--- src/rtl/cart_loader.sv ---
// rtl/cart_loader.sv - ioctl ROM download to sdram byte writer with cart address masking; optional checksum via CART_LOADER_CHECKSUM_EN
module cart_loader #(
  parameter int         AW       = 22,
  parameter logic [7:0] CODE_IDX = 8'd3,
  parameter logic [4:0] GG_IDX   = 5'd2
) (
  input  logic          clk_sys,
  input  logic          reset,
  input  logic          ioctl_download,
  input  logic [7:0]    ioctl_index,
  input  logic          ioctl_wr,
  input  logic [24:0]   ioctl_addr,
  input  logic [7:0]    ioctl_dout,
  output logic          ioctl_wait,
  output logic [AW-1:0] mem_waddr,
  output logic [7:0]    mem_din,
  output logic          mem_we,
  input  logic          mem_we_ack,
  input  logic [AW-1:0] rom_addr,
  output logic [AW-1:0] mem_raddr,
  output logic          cart_dl,
  output logic          gg,
  output logic          header,
`ifdef CART_LOADER_CHECKSUM_EN
  output logic [15:0]   checksum,
`endif
  output logic          load_done
);

  typedef enum logic [2:0] {S_DRAIN, S_IDLE, S_LOAD, S_ACK, S_FINISH} state_t;

  state_t          state_q, state_d;
  logic            cart_dl_q;
  logic            ioctl_wait_q;
  logic [AW-1:0]   mem_waddr_q;
  logic [7:0]      mem_din_q;
  logic            mem_we_q;
  logic            gg_q;
  logic            header_q;
  logic            load_done_q;
  logic [AW-1:0]   cart_mask_q;
  logic [AW-1:0]   cart_mask512_q;
  logic [9:0]      byte_cnt_q;
  logic            fall_pend_q;

  logic            start, accept, acked, finish;
  logic            dl_rise, dl_fall, we_match, header_hit;
  logic [AW-1:0]   addr_lo, addr_m512, rd_off;

  assign cart_dl    = ioctl_download & (ioctl_index != CODE_IDX);
  assign dl_rise    = cart_dl & ~cart_dl_q;
  assign dl_fall    = ~cart_dl & cart_dl_q;
  assign we_match   = (mem_we_q == mem_we_ack);
  // Only the low 10 bits of the image size matter: a copier header leaves size % 1024 == 512
  assign header_hit = (byte_cnt_q == 10'd512);
  assign addr_lo    = ioctl_addr[AW-1:0];
  assign addr_m512  = addr_lo - AW'(512);
  assign rd_off     = rom_addr - AW'(512);

  assign ioctl_wait = ioctl_wait_q;
  assign mem_waddr  = mem_waddr_q;
  assign mem_din    = mem_din_q;
  assign mem_we     = mem_we_q;
  assign gg         = gg_q;
  assign header     = header_q;
  assign load_done  = load_done_q;
  assign mem_raddr  = header_q ? (rd_off & cart_mask512_q) : (rom_addr & cart_mask_q);

  // State register
  always_ff @(posedge clk_sys or posedge reset) begin
    if (reset) state_q <= S_DRAIN;
    else       state_q <= state_d;
  end

  // Next-state and per-cycle strobes for the datapath
  always_comb begin
    state_d = state_q;
    start   = 1'b0;
    accept  = 1'b0;
    acked   = 1'b0;
    finish  = 1'b0;
    case (state_q)
      S_DRAIN: if (we_match) state_d = S_IDLE;
      S_IDLE: begin
        if (dl_rise) begin
          start   = 1'b1;
          state_d = S_LOAD;
        end
      end
      S_LOAD: begin
        if (ioctl_wr && cart_dl) begin
          accept  = 1'b1;
          state_d = S_ACK;
        end else if (dl_fall) begin
          state_d = S_FINISH;
        end
      end
      S_ACK: begin
        if (we_match) begin
          acked   = 1'b1;
          state_d = (fall_pend_q || dl_fall) ? S_FINISH : S_LOAD;
        end
      end
      S_FINISH: begin
        finish  = 1'b1;
        state_d = S_IDLE;
      end
      default: state_d = S_DRAIN;
    endcase
  end

  // Request toggle has no reset so an in-flight request stays paired with its ack
  always_ff @(posedge clk_sys) begin
    if (accept) mem_we_q <= ~mem_we_q;
  end

  // Download datapath: addresses, data, masks, header and completion pulse
  always_ff @(posedge clk_sys or posedge reset) begin
    if (reset) begin
      cart_dl_q      <= 1'b0;
      ioctl_wait_q   <= 1'b0;
      mem_waddr_q    <= '0;
      mem_din_q      <= '0;
      gg_q           <= 1'b0;
      header_q       <= 1'b0;
      load_done_q    <= 1'b0;
      cart_mask_q    <= '0;
      cart_mask512_q <= '0;
      byte_cnt_q     <= '0;
      fall_pend_q    <= 1'b0;
    end else begin
      cart_dl_q   <= cart_dl;
      load_done_q <= 1'b0;
      if (start || acked)                 fall_pend_q <= 1'b0;
      else if (state_q == S_ACK && dl_fall) fall_pend_q <= 1'b1;
      if (start) begin
        mem_waddr_q <= '0;
        byte_cnt_q  <= '0;
        header_q    <= 1'b0;
      end
      if (accept) begin
        mem_din_q      <= ioctl_dout;
        ioctl_wait_q   <= 1'b1;
        byte_cnt_q     <= ioctl_addr[9:0] + 10'd1;
        gg_q           <= (ioctl_index[4:0] == GG_IDX);
        cart_mask_q    <= (ioctl_addr == 25'd0)   ? '0 : (cart_mask_q | addr_lo);
        cart_mask512_q <= (ioctl_addr == 25'd512) ? '0 : (cart_mask512_q | addr_m512);
      end
      if (acked) begin
        ioctl_wait_q <= 1'b0;
        mem_waddr_q  <= mem_waddr_q + AW'(1);
      end
      if (finish) begin
        header_q    <= header_hit;
        load_done_q <= 1'b1;
      end
    end
  end

`ifdef CART_LOADER_CHECKSUM_EN
  logic [15:0] sum_all_q, sum_hdr_q, checksum_q;

  // Sum over every byte and over the post-header part; FINISH keeps the one matching the header result
  always_ff @(posedge clk_sys or posedge reset) begin
    if (reset) begin
      sum_all_q  <= '0;
      sum_hdr_q  <= '0;
      checksum_q <= '0;
    end else begin
      if (start) begin
        sum_all_q <= '0;
        sum_hdr_q <= '0;
      end
      if (accept) begin
        sum_all_q <= sum_all_q + {8'd0, ioctl_dout};
        if (ioctl_addr >= 25'd512) sum_hdr_q <= sum_hdr_q + {8'd0, ioctl_dout};
      end
      if (finish) checksum_q <= header_hit ? sum_hdr_q : sum_all_q;
    end
  end

  assign checksum = checksum_q;
`endif

endmodule

--- config.mk ---
export PLATFORM = sky130hd
export DESIGN_NAME = cart_loader
export DESIGN_NICKNAME = d
export VERILOG_FILES = /design/src/rtl/cart_loader.sv
export SDC_FILE = /design/constraint.sdc
export NUM_CORES = 1
export LEC_CHECK = 0
export CORE_AREA = 2 2 159 83
export DETAILED_ROUTE_END_ITERATION = 16
export DIE_AREA = 0 0 161 85
export PLACE_DENSITY_LB_ADDON = 0.2
export SYNTH_ARGS = -nofsm -noshare
export SYNTH_HDL_FRONTEND = slang
export SYNTH_SLANG_ARGS = --single-unit
--- constraint.sdc ---
create_clock -name clk_sys -period 2.8 [get_ports clk_sys]
set_input_delay 0.56 -clock clk_sys [delete_from_list [all_inputs] [get_ports clk_sys]]
set_output_delay 0.56 -clock clk_sys [all_outputs]
set_load 0.02 [all_outputs]
# After elaboration in Yosys (flattened, before gate mapping)
# Index checks and enable logic that the tools add are counted.
# W data, S select, Z words.
# totals
ff_bits	94
latch_bits	0
memories	0
ram_bits	0
input_bits	68
romBits	0
out_inout_bits	58
word_cells	80
# classes
n_mul	0
n_shift	0
muxes	28
n_div	0
magnitude_cmp	0
n_eq_ne	13
n_addsub	4
n_bitwise	10
reduce_logical	12
# ops
op	count
$mux W22	5
$and A22 B22 Y22	2
$or A22 B22 Y22	2
$sub A22 B10 Y22 const B	2
$eq A25 B10 Y1 const B	1
$logic_not A25 Y1	1
$add A22 B1 Y22 const B	1
$mux W10	2
$mux W3	6
$pmux W3 S5	1
$mux W1	14
$add A10 B1 Y10 const B	1
$eq A10 B10 Y1 const B	1
$reduce_bool A2 Y1	5
$ne A8 B2 Y1 const B	1
$eq A3 B2 Y1 const B	2
$ne A2 B2 Y1 const B	3
$eq A5 B2 Y1 const B	1
$reduce_and A4 Y1	1
$and A1 B1 Y1	3
$eq A3 B1 Y1 const B	1
$eq A3 B3 Y1 const B	1
$logic_not A3 Y1	1
$ne A3 B3 Y1 const B	1
other kinds (4)	8

# Longest topological paths before layout
# depth
depth_word	8
depth_mapped	8
ltp_nobuf	7

# Worst setup path before layout
# No wires, ideal clock.
# synth_path
kind	in2out
from	input rom_addr[14]
to	output mem_raddr[18]
stages	5
t_arrival_ns	2.031
path_slack_ns	0.209
required_time_ns	2.240
path_buffers	0
cell_sequence	nor4_1 -> nor4b_1 -> nand2_1 -> xor2_1 -> o22ai_1
# synth_between
elab_chain_cells	3
# synth_lines
item	line	text
start, declared	19	input logic [AW-1:0] rom_addr,
$sub A22 B10 Y22	58	assign rd_off = rom_addr - AW'(512);
$and A22 B22 Y22	67	assign mem_raddr = header_q ? (rd_off & cart_mask512_q) : (rom_addr & cart_mask_q);
$mux W22	67	
end, declared	20	output logic [AW-1:0] mem_raddr,
# No other way between the ends.

# Worst setup path in the final report
# layout_path
from	input rom_addr[11]
to	output mem_raddr[21]
# Same word-level chain as after synthesis.

==> metrics.md <==
| Metric | Value |
|---|---|
| Outcome | completed |
| Pleak | 2.97 nW |
| Synth Flop Type | dfrtp_1 |
| Post-route setup slack | 0.0506 ns |
| Cell Rows | 29 |
| Die span in y | approximately 85 um |
| Post-route DRC violation count | 0 |
| Routed via count | 4,322 |
| Final setup vio count | 0 |
| Async SR Flop Fraction | 98.9% |
| Number of global-route vias before repair | 4,266 |
| Maximum root-to-sink buffer count | 2 |
| Setup crit start | rom_addr[11] |
| Startpoint types | input pin |
| DP Worst Slack | -0.805 ns |
| Slew HR | 59.2% |
| Clk pin slew, worst setup/hold paths | about 0.060 ns |
| Syn Std Cell Area | slightly below 5000 um2 |
| Fmax achieved | 364 MHz |
| Power Density | 839 nW/um2 |
| Router iterations before antenna repair | 7 |
| Critical path type | in -> out |
| #FFs+latches synth | 94 |
| Fin util | 56.7% |
| CP arrival | 2.19 ns |
| Die area | 13,700 um2 |
| Total CTS buffers | 9 |
| CP max FO | 3 |
| Finished Cell Area | 6990 um2 |
| Max incr delay on CP | slightly below 0.3 ns |
| Post-detail-place hpwl | 10,000 um |
| Worst reg2reg path startpoint | state_q[1] |
| # nets final | 742 |
| Worst-Margin Slew | 0.607 ns |
| GRT Total Usage | about a fifth |
| HP Start | cart_mask512_q[5] |
| CP dominant cell by count | buf_4 |
| Cells after Synth | approximately 500 |
| First-pass GRT wire length | 22,100 um |
| Hold slack final | 0.498 ns |
| Average routed wire per standard cell | 15.9 um |
| Starting Density | approximately two fifths |
| Final worst path period need | between 2 and 3 ns |
| Unrepaired setup endpoints after global routing | yes |
| Total gr overflow | 0 |
| Peak supply drop | between 0.3 and 0.4 mV |
| Final Max Tran Viols | 0 |
| CTS root buf | clkbuf_16 |
| Initial antenna violation count | 0 |
| Synthesized Nets | 577 |
| WP data required | around 2.2 ns |
| Post-synth EDFFs | 1 |
| Core area | 12,300 um2 |
| Number of DRC markers in iteration 0 | between 150 and 200 |
| Post-route ant nets | 0 |
| Pwr Total | 5.87 mW |
| P&R area growth vs syn | 45.5% |
| Placed Area | between 6000 and 7000 um2 |
| Setup crit end kind | output port |
| Clock sinks | 94 |
| Crit-path cells | buf_8 > nor4_4 > buf_4 > nand3b_1 > buf_4 > nor3b_4 > xnor2_1 > o22ai_1 > buf_4 |
| Clk_skew | between 0.009 and 0.01 ns |
| RD Place Congestion | 0.794 |
| Inserted Diodes | 0 |
| H-tree Lvls | 3 |
| Clock Latency Late Sink | 0.34 ns |
| Post-synthesis sequential area ratio | 49.0% |
| TritonCTS clock tree | done |
| Final hold violations | 0 |
| Routed wire length | about 13,000 um |
| Largest net degree at the start of global routing | 63 |
| Period utilization | 98.2% |
| Slowest CP cell | nor4_4 |
| Number of library cell types mapped by synthesis | between 50 and 60 |
| Vias per cell | 5.12 |
| Die Width | 161 um |
| Ports | 126 |
| Port bufs | 125 |
| CTS Hold Bufs | 0 |
| Max cap viols | 0 |
| Syn avg cell area | 9.54 um2 |
| Share of cells above drive strength 1 | 15.7% |
| Min-delay worst type | reg -> reg |
| Ys Warns | 0 |
-- cells in the final DEF (no fill, tap or decap), types with 7 or more instances in the layout --
cell type,instances
clkbuf_16,9
dfrtp_1,93
mux2_2,10
buf_4,50
inv_1,12
nand2_1,48
a22o_1,10
a21oi_1,44
xnor2_1,17
nor3_1,7
nor4_1,9
dlygate4sd2_1,8
mux2i_1,18
o21ai_0,18
nand3_1,34
xor2_1,14
o22ai_1,7
nor2b_1,11
nor2_1,65
clkdlybuf4s50_1,106
-- cell usage after synthesis (2+ instances only) --
cell	n	area share [%]
a22o_1	10	1.8
inv_1	13	1.0
dfrtp_1	93	48
nor4b_1	3	0.55
and3_1	5	0.65
buf_1	2	0.16
nand4_1	6	0.78
o31ai_1	4	0.62
a22oi_1	2	0.31
buf_6	3	0.70
nand3b_1	3	0.47
o211ai_1	4	0.62
ha_1	5	1.3
xnor2_1	17	3.1
mux2_2	10	2.3
o21ai_0	18	1.9
nor4_1	12	1.6
o22ai_1	7	0.91
nor3_1	7	0.73
xor2_1	14	2.6
or3_1	2	0.26
nand2_1	48	3.7
nor2b_1	11	1.4
nand3_1	34	3.5
buf_2	2	0.21
a21oi_1	44	4.6
and4_1	4	0.73
nor2_1	65	5.1
clkbuf_1	17	1.3
mux2i_1	18	3.7
-- final timing paths --
check | depth (start not counted) | slack [ns] | endpoint
setup / recovery | 9 | 0.05 | mem_raddr[21]
hold / removal | 2 | 0.50 | cart_mask512_q[5]
setup reg to reg | 6 | 0.59 | cart_mask512_q[9]
hold reg to reg | 2 | 0.50 | cart_mask512_q[5]
max in group asynchronous | 3 | 1.63 | cart_mask512_q[3]
min in group asynchronous | 2 | 0.55 | mem_waddr[5]
-- layer usage --
layer / global-route usage, % / up-vias / routed length (um)
met5: 0 / - / 0
met4: 4.63 / 0 / 112
met3: 5.33 / 10 / 955
met2: 29.3 / 130 / 5370
met1: 30.6 / 2071 / 6960
li1: - / 2111 / -
-- per-stage QoR --
step                instances  TNS [ns]
finish                    844         0
global route              844   -0.0436
CTS                       843         0
detailed placement        826     -6.58
global placement          826     -6.13
floorplan                 504         0
-- registers in the layout, summed over array words and instances (netlist names) --
register and count:
state_q 3, cart_mask512_q 22, cart_dl_q 1, byte_cnt_q 10, mem_din 8, header 1
ioctl_wait 1, mem_we 1, mem_waddr 22, gg 1, load_done 1, fall_pend_q 1
cart_mask_q 22
-- layout make-up --
| type | instances | area (um2) |
|---|---|---|
| clock buffer | 10 | 239 |
| timing repair buffer | 178 | 1700 |
| fill | 1097 | 5340 |
| multi-input combinational | 373 | 2360 |
| sequential | 94 | 2360 |
| tap | 170 | 213 |
| inverter | 13 | 52.6 |
| clock inverter | 6 | 68.8 |
-- cells by family after synthesis --
group                    after synthesis  synth area share [%]
XOR/XNOR                              31                  5.65
AND/OR/NAND/NOR                      211                  21.7
adder cells (fa/ha/maj)                5                  1.30
flip-flops                            94                  49.0
multiplexers                          29                  6.40
buffers and inverters                 37                  3.41
AO/OA/AOI/OAI                         97                  12.5
-- what timing repair did --
action | 4_1_cts | 5_1_grt
gates cloned | 0 | 0
setup endpoints to repair | 12 | 6
buffers inserted | 1 | 1
resized for setup | 46 | 18
pin swaps | 8 | 6
-- report_power, final --
part | total (mW) | internal (mW) | switching, mW
logic | 2.36 | 1.14 | 1.23
clock network | 1.26 | 0.723 | 0.532
registers | 2.25 | 1.87 | 0.379
total | 5.87 | 3.73 | 2.14
-- worst max-delay path: cells and delay by family --
| kind | cells | cell delay (ns) |
|---|---|---|
| and+or+nand+nor | 3 | 0.70 |
| buffers and inverters | 4 | 0.66 |
| AOI/OAI and AO/OA | 1 | 0.18 |
| xor gates and xnor gates | 1 | 0.09 |
Note: power is estimated with default switching activity, not from simulation.
